[src/rtl/mem_bus_pkg.sv]
// Shared definitions for the RAM bus arbiter: default sizes, FSM encoding and master IDs.
package mem_bus_pkg;

  localparam int DEF_MEMORY_DEPTH = 32768;
  localparam int DEF_DATA_WIDTH   = 8;
  localparam int DEF_ADDR_WIDTH   = 16;
  localparam int DEF_MAX_LOCK     = 16;

  // Bus FSM: IDLE arbitrates, ACCESS drives the RAM for one cycle, DONE reports.
  typedef enum logic [1:0] {
    ST_IDLE   = 2'd0,
    ST_ACCESS = 2'd1,
    ST_DONE   = 2'd2
  } bus_state_t;

  // Master identifiers (also the round-robin winner index).
  localparam logic M_CPU = 1'b0;
  localparam logic M_DBG = 1'b1;

endpackage

[src/rtl/rr_arb2.sv]
// Two-way round-robin pick: a lone requester wins, a tie goes to the master
// that did not win last time.
module rr_arb2
  import mem_bus_pkg::*;
(
  input  logic [1:0] i_req,
  input  logic       i_last_winner,
  output logic       o_winner,
  output logic       o_valid
);

  // Combinational winner selection.
  always_comb begin
    o_valid  = |i_req;
    o_winner = M_CPU;
    case (i_req)
      2'b01:   o_winner = M_CPU;
      2'b10:   o_winner = M_DBG;
      2'b11:   o_winner = ~i_last_winner;
      default: o_winner = M_CPU;
    endcase
  end

endmodule

[src/rtl/mem_bus_arbiter.sv]
// Shares the RAM address/data bus between the CPU (master 0) and the debug
// loader (master 1) with round-robin arbitration, a bounded burst lock for
// master 1 and rejection of out-of-range addresses.
//
// Handshake: a master raises req with addr/we/wdata stable and holds them
// until its done pulse. gnt rises the cycle after req is sampled in IDLE and
// the inputs are latched at that edge, so later changes are ignored. done is a
// single-cycle pulse (err and rdata valid with it); gnt stays high through
// done. Dropping req early does not cancel an already granted transaction.
module mem_bus_arbiter
  import mem_bus_pkg::*;
#(
  parameter int ADDR_WIDTH   = DEF_ADDR_WIDTH,
  parameter int DATA_WIDTH   = DEF_DATA_WIDTH,
  parameter int MEMORY_DEPTH = DEF_MEMORY_DEPTH,
  parameter int MAX_LOCK     = DEF_MAX_LOCK
) (
  input  logic                  clk,
  input  logic                  reset,
  input  logic                  m0_req,
  input  logic                  m0_we,
  input  logic [ADDR_WIDTH-1:0] m0_addr,
  input  logic [DATA_WIDTH-1:0] m0_wdata,
  input  logic                  m1_req,
  input  logic                  m1_we,
  input  logic [ADDR_WIDTH-1:0] m1_addr,
  input  logic [DATA_WIDTH-1:0] m1_wdata,
  input  logic                  m1_lock,
  output logic                  m0_gnt,
  output logic                  m1_gnt,
  output logic                  m0_done,
  output logic                  m1_done,
  output logic                  m0_err,
  output logic                  m1_err,
  output logic [DATA_WIDTH-1:0] rdata,
  output logic [ADDR_WIDTH-1:0] address_bus,
  output logic [DATA_WIDTH-1:0] mem_wdata,
  input  logic [DATA_WIDTH-1:0] mem_rdata,
  output logic                  OE_M,
  output logic                  WE_M,
  output logic [1:0]            dbg_state
);

  localparam int LCW = (MAX_LOCK > 1) ? $clog2(MAX_LOCK) : 1;
  localparam logic [ADDR_WIDTH:0] DEPTH_LIM = (ADDR_WIDTH + 1)'(MEMORY_DEPTH);
  localparam logic [LCW-1:0]      LOCK_LAST = LCW'(MAX_LOCK - 1);

  bus_state_t            r_state;
  logic                  r_owner;
  logic                  r_last_winner;
  logic [LCW-1:0]        r_lock_cnt;
  logic                  r_we_lat;
  logic                  r_oor;
  logic                  r_m0_gnt;
  logic                  r_m1_gnt;
  logic                  r_m0_done;
  logic                  r_m1_done;
  logic                  r_m0_err;
  logic                  r_m1_err;
  logic [DATA_WIDTH-1:0] r_rdata;
  logic [ADDR_WIDTH-1:0] r_address_bus;
  logic [DATA_WIDTH-1:0] r_mem_wdata;
  logic                  r_oe;
  logic                  r_we_m;

  logic                  w_arb_winner;
  logic                  w_arb_valid;
  logic                  w_lock_follow;
  logic                  w_load;
  logic                  w_ld_sel;
  logic                  w_ld_we;
  logic [ADDR_WIDTH-1:0] w_ld_addr;
  logic [DATA_WIDTH-1:0] w_ld_wdata;
  logic                  w_ld_in_range;

  rr_arb2 u_rr_arb2 (
    .i_req         ({m1_req, m0_req}),
    .i_last_winner (r_last_winner),
    .o_winner      (w_arb_winner),
    .o_valid       (w_arb_valid)
  );

  // Pick which master's request is loaded into ACCESS: the arbiter winner
  // from IDLE, or master 1 again for a locked follow-on from DONE.
  always_comb begin
    w_lock_follow = (r_state == ST_DONE) && (r_owner == M_DBG) &&
                    m1_lock && m1_req && (r_lock_cnt < LOCK_LAST);
    w_load        = ((r_state == ST_IDLE) && w_arb_valid) || w_lock_follow;
    w_ld_sel      = (r_state == ST_IDLE) ? w_arb_winner : M_DBG;
    w_ld_we       = w_ld_sel ? m1_we    : m0_we;
    w_ld_addr     = w_ld_sel ? m1_addr  : m0_addr;
    w_ld_wdata    = w_ld_sel ? m1_wdata : m0_wdata;
    w_ld_in_range = ({1'b0, w_ld_addr} < DEPTH_LIM);
  end

  // Bus FSM with registered handshake and RAM-side outputs.
  always_ff @(posedge clk or negedge reset) begin
    if (!reset) begin
      r_state       <= ST_IDLE;
      r_owner       <= M_CPU;
      r_last_winner <= M_DBG;
      r_lock_cnt    <= '0;
      r_we_lat      <= 1'b0;
      r_oor         <= 1'b0;
      r_m0_gnt      <= 1'b0;
      r_m1_gnt      <= 1'b0;
      r_m0_done     <= 1'b0;
      r_m1_done     <= 1'b0;
      r_m0_err      <= 1'b0;
      r_m1_err      <= 1'b0;
      r_rdata       <= '0;
      r_address_bus <= '0;
      r_mem_wdata   <= '0;
      r_oe          <= 1'b0;
      r_we_m        <= 1'b0;
    end else begin
      if (w_load) begin
        r_owner       <= w_ld_sel;
        r_we_lat      <= w_ld_we;
        r_oor         <= ~w_ld_in_range;
        r_address_bus <= w_ld_addr;
        r_mem_wdata   <= w_ld_wdata;
        r_oe          <= w_ld_in_range & ~w_ld_we;
        r_we_m        <= w_ld_in_range & w_ld_we;
        r_m0_gnt      <= (w_ld_sel == M_CPU);
        r_m1_gnt      <= (w_ld_sel == M_DBG);
        r_state       <= ST_ACCESS;
      end
      case (r_state)
        ST_IDLE: begin
          r_lock_cnt <= '0;
        end
        ST_ACCESS: begin
          r_oe          <= 1'b0;
          r_we_m        <= 1'b0;
          r_address_bus <= '0;
          r_mem_wdata   <= '0;
          if (r_oor) begin
            r_rdata <= '0;
          end else if (!r_we_lat) begin
            r_rdata <= mem_rdata;
          end
          r_m0_done <= (r_owner == M_CPU);
          r_m1_done <= (r_owner == M_DBG);
          r_m0_err  <= (r_owner == M_CPU) && r_oor;
          r_m1_err  <= (r_owner == M_DBG) && r_oor;
          r_state   <= ST_DONE;
        end
        ST_DONE: begin
          r_m0_done     <= 1'b0;
          r_m1_done     <= 1'b0;
          r_m0_err      <= 1'b0;
          r_m1_err      <= 1'b0;
          r_last_winner <= r_owner;
          if (w_lock_follow) begin
            r_lock_cnt <= r_lock_cnt + 1'b1;
          end else begin
            r_m0_gnt   <= 1'b0;
            r_m1_gnt   <= 1'b0;
            r_lock_cnt <= '0;
            r_state    <= ST_IDLE;
          end
        end
        default: r_state <= ST_IDLE;
      endcase
    end
  end

  assign m0_gnt      = r_m0_gnt;
  assign m1_gnt      = r_m1_gnt;
  assign m0_done     = r_m0_done;
  assign m1_done     = r_m1_done;
  assign m0_err      = r_m0_err;
  assign m1_err      = r_m1_err;
  assign rdata       = r_rdata;
  assign address_bus = r_address_bus;
  assign mem_wdata   = r_mem_wdata;
  assign OE_M        = r_oe;
  assign WE_M        = r_we_m;
  assign dbg_state   = r_state;

endmodule

[config.mk]
export PLATFORM = sky130hd
export DESIGN_NAME = mem_bus_arbiter
export DESIGN_NICKNAME = d
export VERILOG_FILES = /design/src/rtl/mem_bus_pkg.sv /design/src/rtl/rr_arb2.sv /design/src/rtl/mem_bus_arbiter.sv
export SDC_FILE = /design/constraint.sdc
export NUM_CORES = 1
export LEC_CHECK = 0
export BUFFER_PORTS_ARGS = -buffer_cell sky130_fd_sc_hd__buf_2
export CAP_MARGIN = 0
export CELL_PAD_IN_SITES_DETAIL_PLACEMENT = 1
export CELL_PAD_IN_SITES_GLOBAL_PLACEMENT = 1
export CORE_MARGIN = 2
export CORE_UTILIZATION = 36
export DETAILED_ROUTE_END_ITERATION = 8
export HOLD_SLACK_MARGIN = 0.05
export PLACE_DENSITY_LB_ADDON = 0.1
export RECOVER_POWER = 100
export SETUP_SLACK_MARGIN = 0.05
export SYNTH_ARGS = -nofsm -noshare
export SYNTH_HDL_FRONTEND = slang
export SYNTH_SLANG_ARGS = --single-unit
[constraint.sdc]
create_clock -name clk -period 2 [get_ports clk]
set_input_delay 0.1 -clock clk [delete_from_list [all_inputs] [get_ports clk]]
set_output_delay 0.1 -clock clk [all_outputs]
set_load 0.05 [all_outputs]
Word level (Yosys, flattened, before mapping)
Cells that the tools add are included.
{"block": "totals", "register_bits": 50, "input_bits": 63, "wordCells": 76}
{"block": "classes", "n_addsub": 1, "magnitude_cmp": 2, "n_eq_ne": 5, "muxes": 30, "bitwise_logic": 7, "reduce_logical": 14}
{"op": "$mux W16", "count": 3}
{"op": "$mux W8", "count": 5}
{"op": "$lt A16 B16 Y1 const B", "count": 1}
{"op": "$mux W1", "count": 12}
{"op": "$pmux W1 S2", "count": 5}
{"op": "$pmux W4 S2", "count": 1}
{"op": "$logic_and A1 B1 Y1", "count": 7}
{"op": "$eq A2 B2 Y1 const B", "count": 3}
{"op": "$pmux W2 S3", "count": 1}
{"op": "$reduce_bool A2 Y1", "count": 3}
{"op": "$not A1 Y1", "count": 5}
{"op": "$add A4 B1 Y4 const B", "count": 1}
{"op": "$lt A4 B4 Y1 const B", "count": 1}
{"op": "$mux W2", "count": 2}
{"op": "$mux W4", "count": 1}
{"op": "$and A1 B1 Y1", "count": 2}
{"op": "$eq A2 B1 Y1 const B", "count": 1}
{"op": "$logic_not A2 Y1", "count": 1}
{"op": "$ne A2 B1 Y1 const B", "count": 1}
{"op": "$reduce_and A2 Y1", "count": 1}
{"op": "$reduce_or A2 Y1", "count": 1}
{"op": "$logic_or A1 B1 Y1", "count": 1}

Depth between registers and ports, before layout
{"block": "depth", "word_depth": 9, "mapped_depth": 8, "mapped_depth_nobuf": 5}

Cells and area by module
A second synthesis with hierarchy kept.
{"block": "unflattened", "cells_unflattened": 236, "hier_area_um2": 2617.5}
{"mod": "mem_bus_arbiter", "n_inst": 1, "cells_each": 234, "area_per_inst_um2": 2603.7, "seq_area_each_um2": 1252.5}
{"mod": "rr_arb2", "n_inst": 1, "cells_each": 2, "area_per_inst_um2": 13.8, "seq_area_each_um2": 0.0}

Worst setup path before layout
No wires, ideal clock.
{"block": "synth_timing", "path_type": "reg-to-reg", "startpoint": "register r_state[0] (netlist: dbg_state[0])", "endpoint": "register r_oe (netlist: OE_M)", "arrival_ns": 1.900, "path_slack_ns": -0.037, "path_stages_with_launch": 9, "period_less_slack_ns": 2.037, "cell_sequence": "dfrtp_1 inv_1 ha_1 buf_2 and4_1 buf_2 buf_2 a211oi_1 a311oi_2"}
{"block": "synth_via", "elab_chain_len": 7}
{"item": "from (decl)", "line": "mem_bus_arbiter.sv:48", "text": "bus_state_t r_state;"}
{"item": "from (signal assigned)", "line": "mem_bus_arbiter.sv:99", "text": "r_state <= ST_IDLE;"}
{"item": "from (signal assigned)", "line": "mem_bus_arbiter.sv:127", "text": "r_state <= ST_ACCESS;"}
{"item": "from (signal assigned)", "line": "mem_bus_arbiter.sv:147", "text": "r_state <= ST_DONE;"}
{"item": "$logic_not A2 Y1 or $eq A2 B2 Y1 (tied branches)", "line": "mem_bus_arbiter.sv:88, mem_bus_arbiter.sv:89, mem_bus_arbiter.sv:86"}
{"item": "$mux W1 or $logic_and A1 B1 Y1 (tied branches)", "line": "mem_bus_arbiter.sv:89, mem_bus_arbiter.sv:86"}
{"item": "$mux W16 (tied with other cells)", "line": "mem_bus_arbiter.sv:91", "text": "w_ld_addr = w_ld_sel ? m1_addr : m0_addr;"}
{"item": "$lt A16 B16 Y1 (tied with other cells)", "line": "mem_bus_arbiter.sv:93", "text": "w_ld_in_range = ({1'b0, w_ld_addr} < DEPTH_LIM);"}
{"item": "$and A1 B1 Y1 or $logic_and A1 B1 Y1 (tied branches)", "line": "mem_bus_arbiter.sv:123, mem_bus_arbiter.sv:87"}
{"item": "$mux W1 or $logic_or A1 B1 Y1 (tied branches)", "line": "mem_bus_arbiter.sv:117, mem_bus_arbiter.sv:88"}
{"item": "$mux W1 or $reduce_bool A2 Y1 (tied branches)"}
{"item": "to (signal assigned)", "line": "mem_bus_arbiter.sv:123", "text": "r_oe <= w_ld_in_range & ~w_ld_we;"}
{"item": "to (decl)", "line": "mem_bus_arbiter.sv:63", "text": "logic r_oe;"}
Several ways; a longest one is shown, not always the timed one. The select of a mux whose other input is x is not followed.
A chain may end at the register's enable or synchronous reset.

Worst setup path in the final report
Same ends and word-level chain as after synthesis.

==> qor.csv <==
stage,metric,value,unit
yosys,synth-edff-count,0,
yosys,ys_ff_latch,50,
grt,grt_overflow,0,
yosys,synth_fa_ha_area_share,2.37,%
critical_path,crit_type,register to register,
yosys,yosysSeqAreaShare,47.4,%
yosys,netlist_instances,271,
routing,via_per_inst,5.56,
cts,clockRootBuffer,clkbuf_8,
routing,wl_per_cell,17.8,um
cts,htree_levels,2,
routing,ant_nets,0,
yosys,yosys_warnings,0,
yosys,avgSynthCellArea,9.75,um^2
grt,grt_pass1_vias,2626,
timing,setup_viol,0,
die,die_h,89.7,um
timing,finalWorstSetupSlack,0.155,ns
yosys,yosys_most_used_dff,dfrtp_1,
timing,tns,0,ns
timing,rsz0062_at_grt,false,
die,std_cell_rows,31,
cts,postCtsSetupBuffers,0,
grt,antenna_found_initial,0,
yosys,synth_top_family_by_area,compound AO/OA/AOI/OAI gates,
cts,ctsResizeCount,0,
placed_design,globalplace.congestion,0.722,
power_and_ir_drop,leakage,1.40,nW
power_and_ir_drop,power_density,1820,mW/mm^2
routing,drtIter0Drc,63,
timing,hold_violations,0,
routing,num_vias,2602,
yosys,synth-xor-area-share,0,%
critical_path,crit_chain,inv_1 -> ha_1 -> inv_2 -> or4_1 -> a311oi_2,
yosys,syn-num-nets,339,
critical_path,crit_family,simple AND/OR/NAND/NOR gates,
placed_design,dpl_worst_slack,0.167,ns
grt,grt_pass1_wl,12900,um
placed_design,hpwl,5850,um
timing,tightest_slew,1.33,ns
power_and_ir_drop,irDropWorstVdd,0.000563,V
die,floorplan.die.width,89.7,um
critical_path,cpPeakStageDelay,0.56,ns
job,maxCapViolCount,0,
finish,syn2layout_area_growth,26.2,%
critical_path,cp_max_fo,7,
critical_path,cp.buffers_inverters,2,
critical_path,cp_data_arrival_time,2.05,ns
outcome,status,"finished, final reports clean",
timing,finClkSkew,0.00340,ns
cts,ctsLongestPathBuffers,2,
die,coreArea,0.00718,mm^2
cts,cts_tree,built,
routing,drc,0,
timing,max_freq,542,MHz
yosys,async_reset_ff_share,100,%
grt,grt_usage,20.7,%
timing,relSlewSlack,11.7,%
critical_path,start_kind,register,
cts,path_clk_slew,0.09,ns
cts,numCtsBuffers,5,
finish,insertedDiodeCount,0,
finish,nFillCells,882,
yosys,synth.distinct_cells,36,
routing,first_pass_iters,4,
routing,drt_wl_total,8320,um
cts,cts_sinks,50,
cts,clk_latency,0.30,ns
timing,period_needed,1.85,ns
die,start_util,36.8,%
die,num_io_pins,105,
critical_path,slowest_stage,or4_1,
placed_design,io_buffers,104,
timing,drv_slew,0,
finish,final_nets,436,
grt,grt_max_degree,36,
critical_path,critPathCaptureType,register,
yosys,synth.cell_area,0.00264,mm^2
yosys,muxShareOfSynthArea,1.28,%
die,die-area,0.00804,mm^2
timing,period_share,92.3,%
yosys,synth-simple-area-share,10.0,%
yosys,synth_compound_area_share,31.5,%
hold_path,min_path_type,input pin to register,
finish,drive_above_1_share,26.3,%
critical_path,cp.required,2.20,ns
cts,cts_hold_buffers,1,
-- routing by layer --
layer | global-route usage, % | routed length [um] | up-vias | share of wire (%)
met4 | 4.75 | 81 | 0 | 0.97
met3 | 2.93 | 366 | 6 | 4.4
met2 | 35.9 | 4250 | 73 | 51
met1 | 27.3 | 3630 | 1282 | 44
met5 | 0 | 0 | - | 0
li1 | - | - | 1241 | -
-- flip-flops by register name, indices dropped and copies added (netlist names), 2 cells and up --
signal / count
address_bus: 16
mem_wdata: 8
rdata: 8
r_lock_cnt: 4
dbg_state: 2
-- report_power, final --
part	switching (mW)	internal, mW
logic	2.67	1.00
clock network	0.328	0.280
registers	0.331	1.45
total	3.33	2.73
-- worst paths after layout --
path	start	to	slack (ns)	depth (start not counted)
worst max-delay path	dbg_state[0]	OE_M	0.15	5
worst min-delay path	m1_addr[6]	address_bus[6]	0.07	3
worst max register to register	dbg_state[0]	OE_M	0.15	5
worst min register to register	m0_done	m0_done	0.52	1
max in group asynchronous	reset	r_last_winner	0.55	3
min in group asynchronous	reset	m1_done	0.61	2
-- cell usage after synthesis, types with 2 or more instances --
cell | n | area share (%)
mux2_2 | 3 | 1.3
o22ai_1 | 11 | 2.6
nor2b_1 | 4 | 0.95
ha_1 | 5 | 2.4
a22o_1 | 2 | 0.66
inv_1 | 12 | 1.7
a22oi_1 | 8 | 2.3
and3_1 | 2 | 0.47
buf_2 | 9 | 1.7
a211oi_1 | 28 | 8.0
a311oi_1 | 25 | 8.3
clkbuf_1 | 20 | 2.8
nor3_1 | 2 | 0.38
nor2_1 | 8 | 1.1
nand3_1 | 27 | 5.1
o21ai_0 | 30 | 5.7
nand2_1 | 4 | 0.57
buf_4 | 2 | 0.57
dfrtp_1 | 49 | 46
a31o_2 | 2 | 0.66
a31oi_1 | 3 | 0.71
-- cell usage in the layout, fill, tap and decap left out, drive strengths merged, types with 2 or more instances in the layout --
cell,instances
a22oi,8
a211oi,28
nand2,4
mux2,3
inv,13
a311oi,26
ha,5
clkbuf,55
nor3,2
nor2,8
o21ai,31
a22o,2
nand3,27
a31o,2
and3,2
dfrtp,49
buf,73
o22ai,11
nor2b,4
a31oi,3
-- final cells by class --
| class | count | area [um^2] | share of cell area, % |
|---|---|---|---|
| tap | 99 | 124 | 3.72 |
| clock inverter | 1 | 5.00 | 0.150 |
| timing repair buffer | 122 | 621 | 18.6 |
| sequential | 50 | 1250 | 37.7 |
| inverter | 13 | 48.8 | 1.46 |
| multi-input combinational | 176 | 1190 | 35.8 |
| clock buffer | 7 | 86.3 | 2.59 |
-- stage by stage --
step / power, mW / hold WS, ns / utilization, % / cell area, um^2 / instances
finish: 6.07 / 0.0742 / 46.5 / 3330 / 468
global route: 6.51 / 0.0863 / 46.5 / 3330 / 468
CTS: 6.25 / 0.0754 / 47.3 / 3400 / 468
detailed placement: 5.62 / 0.123 / 45.9 / 3290 / 459
global placement: 5.54 / 0.120 / 45.9 / 3290 / 459
floorplan: 4.60 / -0.196 / - / 2640 / 271
-- kinds of logic after synthesis --
logic type	Yosys count
and+or+nand+nor	52
DFF	50
muxes	3
AOI/OAI and AO/OA	116
buffers and inverters	45
adders and majority gates	5
-- worst register-to-register path: cells and delay by family (launching register included) --
family,cells,cell delay (ns)
simple gates,1,0.56
buf+inv,2,0.20
compound gates,1,0.26
flops,1,0.45
fa+ha+maj,1,0.28
No activity file was read; power rests on OpenSTA's default activity.
